**config.mk**
```make
export PLATFORM = sky130hd
export DESIGN_NAME = alu_arbiter_flat
export DESIGN_NICKNAME = d
export VERILOG_FILES = /design/src/rtl/alu_arbiter_if.sv /design/src/rtl/alu_arbiter.sv /design/src/flat_wrapper.sv
export SDC_FILE = /design/constraint.sdc
export NUM_CORES = 1
export LEC_CHECK = 0
export ABC_AREA = 0
export BUFFER_PORTS_ARGS = -buffer_cell sky130_fd_sc_hd__buf_2
export CAP_MARGIN = 25
export CORE_MARGIN = 3
export CORE_UTILIZATION = 50
export CTS_CLUSTER_SIZE = 16
export DETAILED_ROUTE_END_ITERATION = 7
export PLACE_DENSITY = 0.85
export SLEW_MARGIN = 25
export SYNTH_ARGS = -nofsm -noshare
export SYNTH_HDL_FRONTEND = slang
export SYNTH_SLANG_ARGS = --single-unit
```
**constraint.sdc**
```tcl
create_clock -name clk -period 3.5 [get_ports clk]
set_input_delay 0.875 -clock clk [delete_from_list [all_inputs] [get_ports clk]]
set_output_delay 0.875 -clock clk [all_outputs]
set_load 0.02 [all_outputs]
```
**src/rtl/alu_arbiter_if.sv**
```systemverilog
// Bus bundle for alu_arbiter: two requester channels, the shared ALU port
// and the response channel. The arbiter connects through the slave modport.
// The environment (requesters, ALU, consumer) connects through the master modport.

`ifndef ALU_ARBITER_DEFINES
`define ALU_ARBITER_DEFINES
`define DSIZE 8
`define ADD   3'b000
`define SUB   3'b001
`define AND   3'b010
`define OR    3'b011
`define XOR   3'b100
`define MUL   3'b101
`define SLT   3'b110
`define PASSB 3'b111
`endif

interface alu_arbiter_if #(
  parameter int DSIZE = `DSIZE
);
  // requester 0
  logic             req0_valid;
  logic             req0_ready;
  logic [DSIZE-1:0] req0_a;
  logic [DSIZE-1:0] req0_b;
  logic [2:0]       req0_op;
  // requester 1
  logic             req1_valid;
  logic             req1_ready;
  logic [DSIZE-1:0] req1_a;
  logic [DSIZE-1:0] req1_b;
  logic [2:0]       req1_op;
  // shared ALU
  logic [DSIZE-1:0] alu_a;
  logic [DSIZE-1:0] alu_b;
  logic [2:0]       alu_op;
  logic [DSIZE-1:0] alu_result;
  logic             alu_zero;
  // response
  logic             rsp_valid;
  logic             rsp_ready;
  logic             rsp_id;
  logic [DSIZE-1:0] rsp_result;
  logic             rsp_zero;

  modport slave (
    input  req0_valid, req0_a, req0_b, req0_op,
    output req0_ready,
    input  req1_valid, req1_a, req1_b, req1_op,
    output req1_ready,
    output alu_a, alu_b, alu_op,
    input  alu_result, alu_zero,
    output rsp_valid, rsp_id, rsp_result, rsp_zero,
    input  rsp_ready
  );

  modport master (
    output req0_valid, req0_a, req0_b, req0_op,
    input  req0_ready,
    output req1_valid, req1_a, req1_b, req1_op,
    input  req1_ready,
    input  alu_a, alu_b, alu_op,
    output alu_result, alu_zero,
    input  rsp_valid, rsp_id, rsp_result, rsp_zero,
    output rsp_ready
  );
endinterface

```
**src/rtl/alu_arbiter.sv**
```systemverilog
// Two-requester round-robin front end for one shared combinational ALU.
// One operation in flight at a time: IDLE accepts, EXEC waits 1 cycle
// (MUL_CYCLES for MUL) for the ALU, RESP holds the result until consumed.

`ifndef ALU_ARBITER_DEFINES
`define ALU_ARBITER_DEFINES
`define DSIZE 8
`define ADD   3'b000
`define SUB   3'b001
`define AND   3'b010
`define OR    3'b011
`define XOR   3'b100
`define MUL   3'b101
`define SLT   3'b110
`define PASSB 3'b111
`endif

module alu_arbiter #(
  parameter int DSIZE      = `DSIZE,
  parameter int MUL_CYCLES = 2
) (
  input  logic         clk,
  input  logic         rst_n,
  alu_arbiter_if.slave bus
);

  // Out-of-range multiply latencies are pulled into 1..4 at elaboration.
  localparam int         MUL_CYC  = (MUL_CYCLES < 1) ? 1 :
                                    (MUL_CYCLES > 4) ? 4 : MUL_CYCLES;
  localparam logic [2:0] MUL_LOAD = 3'(MUL_CYC);

  localparam logic [1:0] ST_IDLE = 2'b00;
  localparam logic [1:0] ST_EXEC = 2'b01;
  localparam logic [1:0] ST_RESP = 2'b10;

  // control
  logic [1:0]       state_q;
  logic [2:0]       cnt_q;
  logic             last_grant_q;

  // accepted operation
  logic [DSIZE-1:0] a_q;
  logic [DSIZE-1:0] b_q;
  logic [2:0]       op_q;
  logic             id_q;

  // registered response
  logic             rsp_id_q;
  logic [DSIZE-1:0] rsp_result_q;
  logic             rsp_zero_q;

  // arbitration
  logic             grant_valid;
  logic             grant_id;
  logic [DSIZE-1:0] sel_a;
  logic [DSIZE-1:0] sel_b;
  logic [2:0]       sel_op;
  logic             exec_done;

  // Choose which requester may hand over an operation this cycle (IDLE only).
  always_comb begin
    // NOTE: every signal written here gets a default first; any path that
    // skipped an assignment would otherwise infer a latch.
    grant_valid = 1'b0;
    grant_id    = 1'b0;
    if (state_q == ST_IDLE) begin
      case ({bus.req1_valid, bus.req0_valid})
        2'b01: begin
          grant_valid = 1'b1;
          grant_id    = 1'b0;
        end
        2'b10: begin
          grant_valid = 1'b1;
          grant_id    = 1'b1;
        end
        2'b11: begin
          // tie: the requester that did not win last time goes first
          grant_valid = 1'b1;
          grant_id    = ~last_grant_q;
        end
        default: begin
          grant_valid = 1'b0;
          grant_id    = 1'b0;
        end
      endcase
    end
  end

  // A grant is only ever given to a valid requester, so grant == handshake.
  assign bus.req0_ready = grant_valid & ~grant_id;
  assign bus.req1_ready = grant_valid &  grant_id;

  assign sel_a  = grant_id ? bus.req1_a  : bus.req0_a;
  assign sel_b  = grant_id ? bus.req1_b  : bus.req0_b;
  assign sel_op = grant_id ? bus.req1_op : bus.req0_op;

  // Last EXEC cycle: the ALU output for the latched operands is final.
  assign exec_done = (state_q == ST_EXEC) && (cnt_q == 3'd1);

  // Sequence IDLE -> EXEC -> RESP -> IDLE and keep the round-robin pointer.
  always_ff @(posedge clk or negedge rst_n) begin
    if (!rst_n) begin
      state_q      <= ST_IDLE;
      cnt_q        <= 3'd0;
      last_grant_q <= 1'b1;
    end else begin
      // NOTE: state is updated with non-blocking assignments so every block
      // sees the pre-edge values regardless of evaluation order.
      case (state_q)
        ST_IDLE: begin
          if (grant_valid) begin
            state_q      <= ST_EXEC;
            last_grant_q <= grant_id;
            cnt_q        <= (sel_op == `MUL) ? MUL_LOAD : 3'd1;
          end
        end
        ST_EXEC: begin
          cnt_q <= cnt_q - 3'd1;
          if (exec_done) begin
            state_q <= ST_RESP;
          end
        end
        ST_RESP: begin
          // leaving RESP always passes through IDLE before the next accept
          if (bus.rsp_ready) begin
            state_q <= ST_IDLE;
          end
        end
        default: begin
          state_q <= ST_IDLE;
          cnt_q   <= 3'd0;
        end
      endcase
    end
  end

  // Latch the accepted operation; it keeps driving the ALU until the next accept.
  always_ff @(posedge clk or negedge rst_n) begin
    if (!rst_n) begin
      // NOTE: these data registers are reset on purpose: they drive the ALU
      // pins directly, which must read zero straight out of reset.
      a_q  <= '0;
      b_q  <= '0;
      op_q <= 3'd0;
      id_q <= 1'b0;
    end else if (grant_valid) begin
      a_q  <= sel_a;
      b_q  <= sel_b;
      op_q <= sel_op;
      id_q <= grant_id;
    end
  end

  // Capture the ALU output on the last EXEC cycle and hold it through RESP.
  always_ff @(posedge clk or negedge rst_n) begin
    if (!rst_n) begin
      rsp_result_q <= '0;
      rsp_zero_q   <= 1'b0;
      rsp_id_q     <= 1'b0;
    end else if (exec_done) begin
      rsp_result_q <= bus.alu_result;
      rsp_zero_q   <= bus.alu_zero;
      rsp_id_q     <= id_q;
    end
  end

  assign bus.alu_a      = a_q;
  assign bus.alu_b      = b_q;
  assign bus.alu_op     = op_q;

  assign bus.rsp_valid  = (state_q == ST_RESP);
  assign bus.rsp_id     = rsp_id_q;
  assign bus.rsp_result = rsp_result_q;
  assign bus.rsp_zero   = rsp_zero_q;

endmodule

```
**src/flat_wrapper.sv**
```systemverilog
// flat-port wrapper written by rule: the top's interface ports become plain ports
module alu_arbiter_flat 
#(
  parameter int DSIZE      = `DSIZE,
  parameter int MUL_CYCLES = 2
)
  (clk, rst_n, bus_req0_valid, bus_req0_a, bus_req0_b, bus_req0_op, bus_req0_ready, bus_req1_valid, bus_req1_a, bus_req1_b, bus_req1_op, bus_req1_ready, bus_alu_a, bus_alu_b, bus_alu_op, bus_alu_result, bus_alu_zero, bus_rsp_valid, bus_rsp_id, bus_rsp_result, bus_rsp_zero, bus_rsp_ready);
  alu_arbiter_if #(.DSIZE(DSIZE)) bus_i ();
  input  logic clk;
  input  logic rst_n;
  input wire logic [$bits(bus_i.req0_valid)-1:0] bus_req0_valid;
  input wire logic [$bits(bus_i.req0_a)-1:0] bus_req0_a;
  input wire logic [$bits(bus_i.req0_b)-1:0] bus_req0_b;
  input wire logic [$bits(bus_i.req0_op)-1:0] bus_req0_op;
  output wire logic [$bits(bus_i.req0_ready)-1:0] bus_req0_ready;
  input wire logic [$bits(bus_i.req1_valid)-1:0] bus_req1_valid;
  input wire logic [$bits(bus_i.req1_a)-1:0] bus_req1_a;
  input wire logic [$bits(bus_i.req1_b)-1:0] bus_req1_b;
  input wire logic [$bits(bus_i.req1_op)-1:0] bus_req1_op;
  output wire logic [$bits(bus_i.req1_ready)-1:0] bus_req1_ready;
  output wire logic [$bits(bus_i.alu_a)-1:0] bus_alu_a;
  output wire logic [$bits(bus_i.alu_b)-1:0] bus_alu_b;
  output wire logic [$bits(bus_i.alu_op)-1:0] bus_alu_op;
  input wire logic [$bits(bus_i.alu_result)-1:0] bus_alu_result;
  input wire logic [$bits(bus_i.alu_zero)-1:0] bus_alu_zero;
  output wire logic [$bits(bus_i.rsp_valid)-1:0] bus_rsp_valid;
  output wire logic [$bits(bus_i.rsp_id)-1:0] bus_rsp_id;
  output wire logic [$bits(bus_i.rsp_result)-1:0] bus_rsp_result;
  output wire logic [$bits(bus_i.rsp_zero)-1:0] bus_rsp_zero;
  input wire logic [$bits(bus_i.rsp_ready)-1:0] bus_rsp_ready;
  assign bus_i.req0_valid = bus_req0_valid;
  assign bus_i.req0_a = bus_req0_a;
  assign bus_i.req0_b = bus_req0_b;
  assign bus_i.req0_op = bus_req0_op;
  assign bus_req0_ready = bus_i.req0_ready;
  assign bus_i.req1_valid = bus_req1_valid;
  assign bus_i.req1_a = bus_req1_a;
  assign bus_i.req1_b = bus_req1_b;
  assign bus_i.req1_op = bus_req1_op;
  assign bus_req1_ready = bus_i.req1_ready;
  assign bus_alu_a = bus_i.alu_a;
  assign bus_alu_b = bus_i.alu_b;
  assign bus_alu_op = bus_i.alu_op;
  assign bus_i.alu_result = bus_alu_result;
  assign bus_i.alu_zero = bus_alu_zero;
  assign bus_rsp_valid = bus_i.rsp_valid;
  assign bus_rsp_id = bus_i.rsp_id;
  assign bus_rsp_result = bus_i.rsp_result;
  assign bus_rsp_zero = bus_i.rsp_zero;
  assign bus_i.rsp_ready = bus_rsp_ready;
  alu_arbiter #(.DSIZE(DSIZE), .MUL_CYCLES(MUL_CYCLES)) u_core (.clk(clk), .rst_n(rst_n), .bus(bus_i));
endmodule
```
==> results.txt <==
----------------------------------------------------
[Setup path]
  Cell class contributing the biggest share of worst-path delay ... simple AND/OR/NAND/NOR gates
  Kind of end point of the critical path ... output port
  Type of element launching the critical path ... primary input
  Worst R2R Setup Slack ... approximately 1600 ps
  Critical path's slowest cell ... or3_1
  CP max FO ... 5
  Arrival time of the worst setup path ... between 1500 and 2000 ps
  Req. time, crit path ... about 2600 ps
  CP Buf/Inv Count ... 2
  Cells traversed along the worst timing path ... buf_2 -> nor2_2 -> or3_1 -> nor2_1 -> buf_2
  Worst Reg-to-Reg Cells ... 3
  Crit path largest cell delay ... approximately 330 ps
  Worst flop-to-flop path endpoint ... u_core.bus.rsp_result[5]
  R2r startpoint ... u_core.state_q[1]
  Start-to-end type of the worst setup path ... in2out
  Dominant cell type by count on the critical path ... buf_2

[Die]
  Width of the chip ... between 60 and 70 um
  Area enclosed by the die boundary ... approximately 4300 um^2
  Placement Rows ... 21
  Boundary Pins ... between 80 and 90
  Floorplan Core Area ... between 3000 and 4000 um^2
  Vert. Die Dim ... about 66 um
  Initial cell density of the core ... between 50 and 60%

[Yosys]
  List of most frequent post-synthesis cells ... dfrtp_1 (35), nand2_1 (25), mux2i_1 (20), o21ai_2 (13), mux2_2 (10)
  Cell type contributing the most total cell area after synthesis ... dfrtp_1
  Cell with the most instances after synthesis ... dfrtp_1
  Post-synth EDFFs ... 0
  Number of warning messages in the yosys log ... 0
  Largest cells by area after synthesis ... dfrtp_1 (49%), mux2i_1 (11%), o21ai_2 (6.4%)
  Syn Std Cell Area ... roughly 1800 um^2
  Top cell type's share of synthesized area ... about half
  Synthesized area divided by synthesized cell count ... 11.7 um^2
  Fraction of the yosys area taken by sequential cells ... between 50 and 60%
  Instance count of the mapped netlist ... roughly 150
  Total nets after synthesis ... 207
  Share of flip-flops with an asynchronous set or reset ... 100%
  Post-synth cell types ... 32
  Dominant synthesized flop cell ... dfrtp_1
  Register bit count reported by yosys ... 36

[STA]
  Actual slew at the worst max-slew pin ... around 800 ps
  Final worst-path cycle share ... between 70 and 80%
  Worst clock skew ... between 5 and 6 ps
  Max-slew violation count ... 0
  Minimum period implied by the final worst setup slack ... around 2500 ps
  Max Clock Freq ... 393 MHz
  Setup repair after global routing missed its margin ... false
  Relative max-transition margin ... roughly 47%
  Worst slack on hold paths ... roughly 480 ps
  Worst path setup slack after routing ... between 900 and 1000 ps
  Hold Fails Final Rpt ... 0
  Post-route setup TNS ... 0 ps
  Total of endpoints with negative setup slack in the final report ... 0

[Placement]
  Dpl ws ... 971 ps
  Post-detail-place hpwl ... 2730 um
  Final Wtd Congestion ... approximately 0.79
  Number of input and output port buffers inserted ... 83
  Placed inst area ... between 2000 and 2500 um^2

[Hold path]
  Worst hold path stage count ... 2
  Beginning of the worst hold path ... u_core.last_grant_q
  Endpoint of the worst hold-timing path ... u_core.last_grant_q
  Hold Path Class ... reg2reg

[Flow run]
  Max-capacitance violation count ... 0

[Detailed routing]
  Number of DRC markers in iteration 0 ... 59
  Detailed Routing Iterations Pass 1 ... 4
  Detailed-route DRC error count ... 0
  Average wire per standard cell ... roughly 13 um
  Number of vias per cell ... ~5
  Routed via count ... ~1400
  Total detailed-routing wirelength ... about 3600 um
  Remaining number of nets flagged by the antenna check after routing ... 0

[CTS]
  Root Driver ... clkbuf_4
  CTS Buf Count ... 5
  Depth of the CTS H-tree ... 2
  Latest clock arrival within the worst-skew pair ... between 300 and 400 ps
  Post-CTS setup buffer count ... 0
  Total clock sinks ... 36
  Clock Tree Buf Depth ... 2
  Clock-pin slew of the registers on the worst-case setup and hold paths ... ~100 ps
  Hold buffers post-CTS ... 0
  Count of cells resized by post-cts repair ... 0
  CTS tree ... built

[Global route]
  Global-route wire length before repair ... ~5700 um
  Vias in the first global route ... between 1000 and 1500
  Overall routing resource usage ... 17.6%
  Maximum number of pins on one net before global-route repair ... 42
  GR Overflow Total ... 0
  Antenna violations before repair ... 0

[Final layout]
  Diodes inserted ... 0
  Nets@finish ... 289
  Synth-to-Final Area Change ... 27.3%
  Count of fill cells added during filler insertion ... 269
  Area taken by flip-flops and latches ... approximately 900 um^2
  Proportion of layout cells with a drive suffix above 1 ... a little over half
  Final std cell area, no fill ... between 2000 and 2500 um^2
  Area occupied by multi-input gates ... 766 um^2

[Pwr]
  Post-layout total power ... between 2 and 2.5 mW
  Static leakage power ... about 1.3 nW
  Peak supply drop ... around 0.64 mV
  Power Density ... roughly 910 nW/um^2

[Run status]
  Run status ... finished, final reports clean

----------------------------------------------------
## cell families (layout without fill, tap and decap cells)
group	count (synthesis)	in the layout	share of synthesized area, %
buffers and inverters	15	98	6.46
AOI/OAI and AO/OA	28	28	11.4
xor gates and xnor gates	1	1	0.491
and+or+nand+nor	41	41	12.1
muxes	30	30	17.5
DFF	36	36	50.6
adders and majority gates	2	2	1.40
## metrics by stage
stage,cells,utilization [%]
2_1_floorplan,153,-
3_3_place_gp,274,64.2
3_5_place_dp,274,64.2
4_1_cts,282,67.0
5_1_grt,282,67.0
6_report,282,67.0
## cell usage in the layout (no fill, tap or decap), types with 2 or more instances in the layout
master	instances
o21ai_2	13
clkbuf_8	2
nand2_1	25
buf_4	2
o22ai_1	2
inv_1	5
dfrtp_1	35
buf_2	83
nor2_1	3
mux2i_1	20
mux2_2	10
o21ai_0	3
o21ai_1	6
clkbuf_4	5
ha_1	2
nor3_1	2
## area by class of cell
cell class                 instances  share of cell area, %
clock inverter                     1                   1.32
timing repair buffer              85                   19.0
inverter                           5                  0.827
multi-input combinational        102                   33.7
clock buffer                       7                   2.87
sequential                        36                   39.7
tap                               46                   2.54
## report_power, final
group,internal (mW),total (mW),switching [mW],leakage [nW]
Combinational,0.416,0.999,0.583,0.785
Clock,0.190,0.324,0.135,0.0515
Sequential,0.623,0.750,0.127,0.437
## flip-flops by register name, indices dropped and copies added (netlist names)
signal and flops:
u_core.bus.rsp_zero 1, u_core.bus.alu_a 8, u_core.bus.rsp_result 8, u_core.state_q 2, u_core.last_grant_q 1, u_core.bus.rsp_id 1, u_core.id_q 1, u_core.bus.alu_op 3
u_core.bus.alu_b 8, u_core.cnt_q 3
## worst reg2reg max path: cells and delay by family, from the launching register on
family | cells | cell delay [ps]
multiplexers | 1 | 420
flip-flops | 1 | 510
AND/OR/NAND/NOR | 2 | 870
## worst max path at each step
stage,slack [ps],startpoint,cells past startpoint,to
3_3_place_gp,960,bus_req1_valid,5,bus_req0_ready
5_1_grt,900,bus_req1_valid,5,bus_req0_ready
4_1_cts,960,bus_req1_valid,5,bus_req0_ready
6_report,960,bus_req1_valid,5,bus_req0_ready
3_5_place_dp,970,bus_req1_valid,5,bus_req0_ready
2_1_floorplan,850,bus_req0_valid,5,bus_req0_ready
## per-layer routing
metal	GRT usage, %	share of wire, %	vias up
li1	-	-	698
met1	20.5	43	626
met2	28.8	47	56
met3	4.10	6.4	13
met4	11.7	3.5	0
met5	0	0	-
Note: power is estimated with default switching activity, not from simulation.
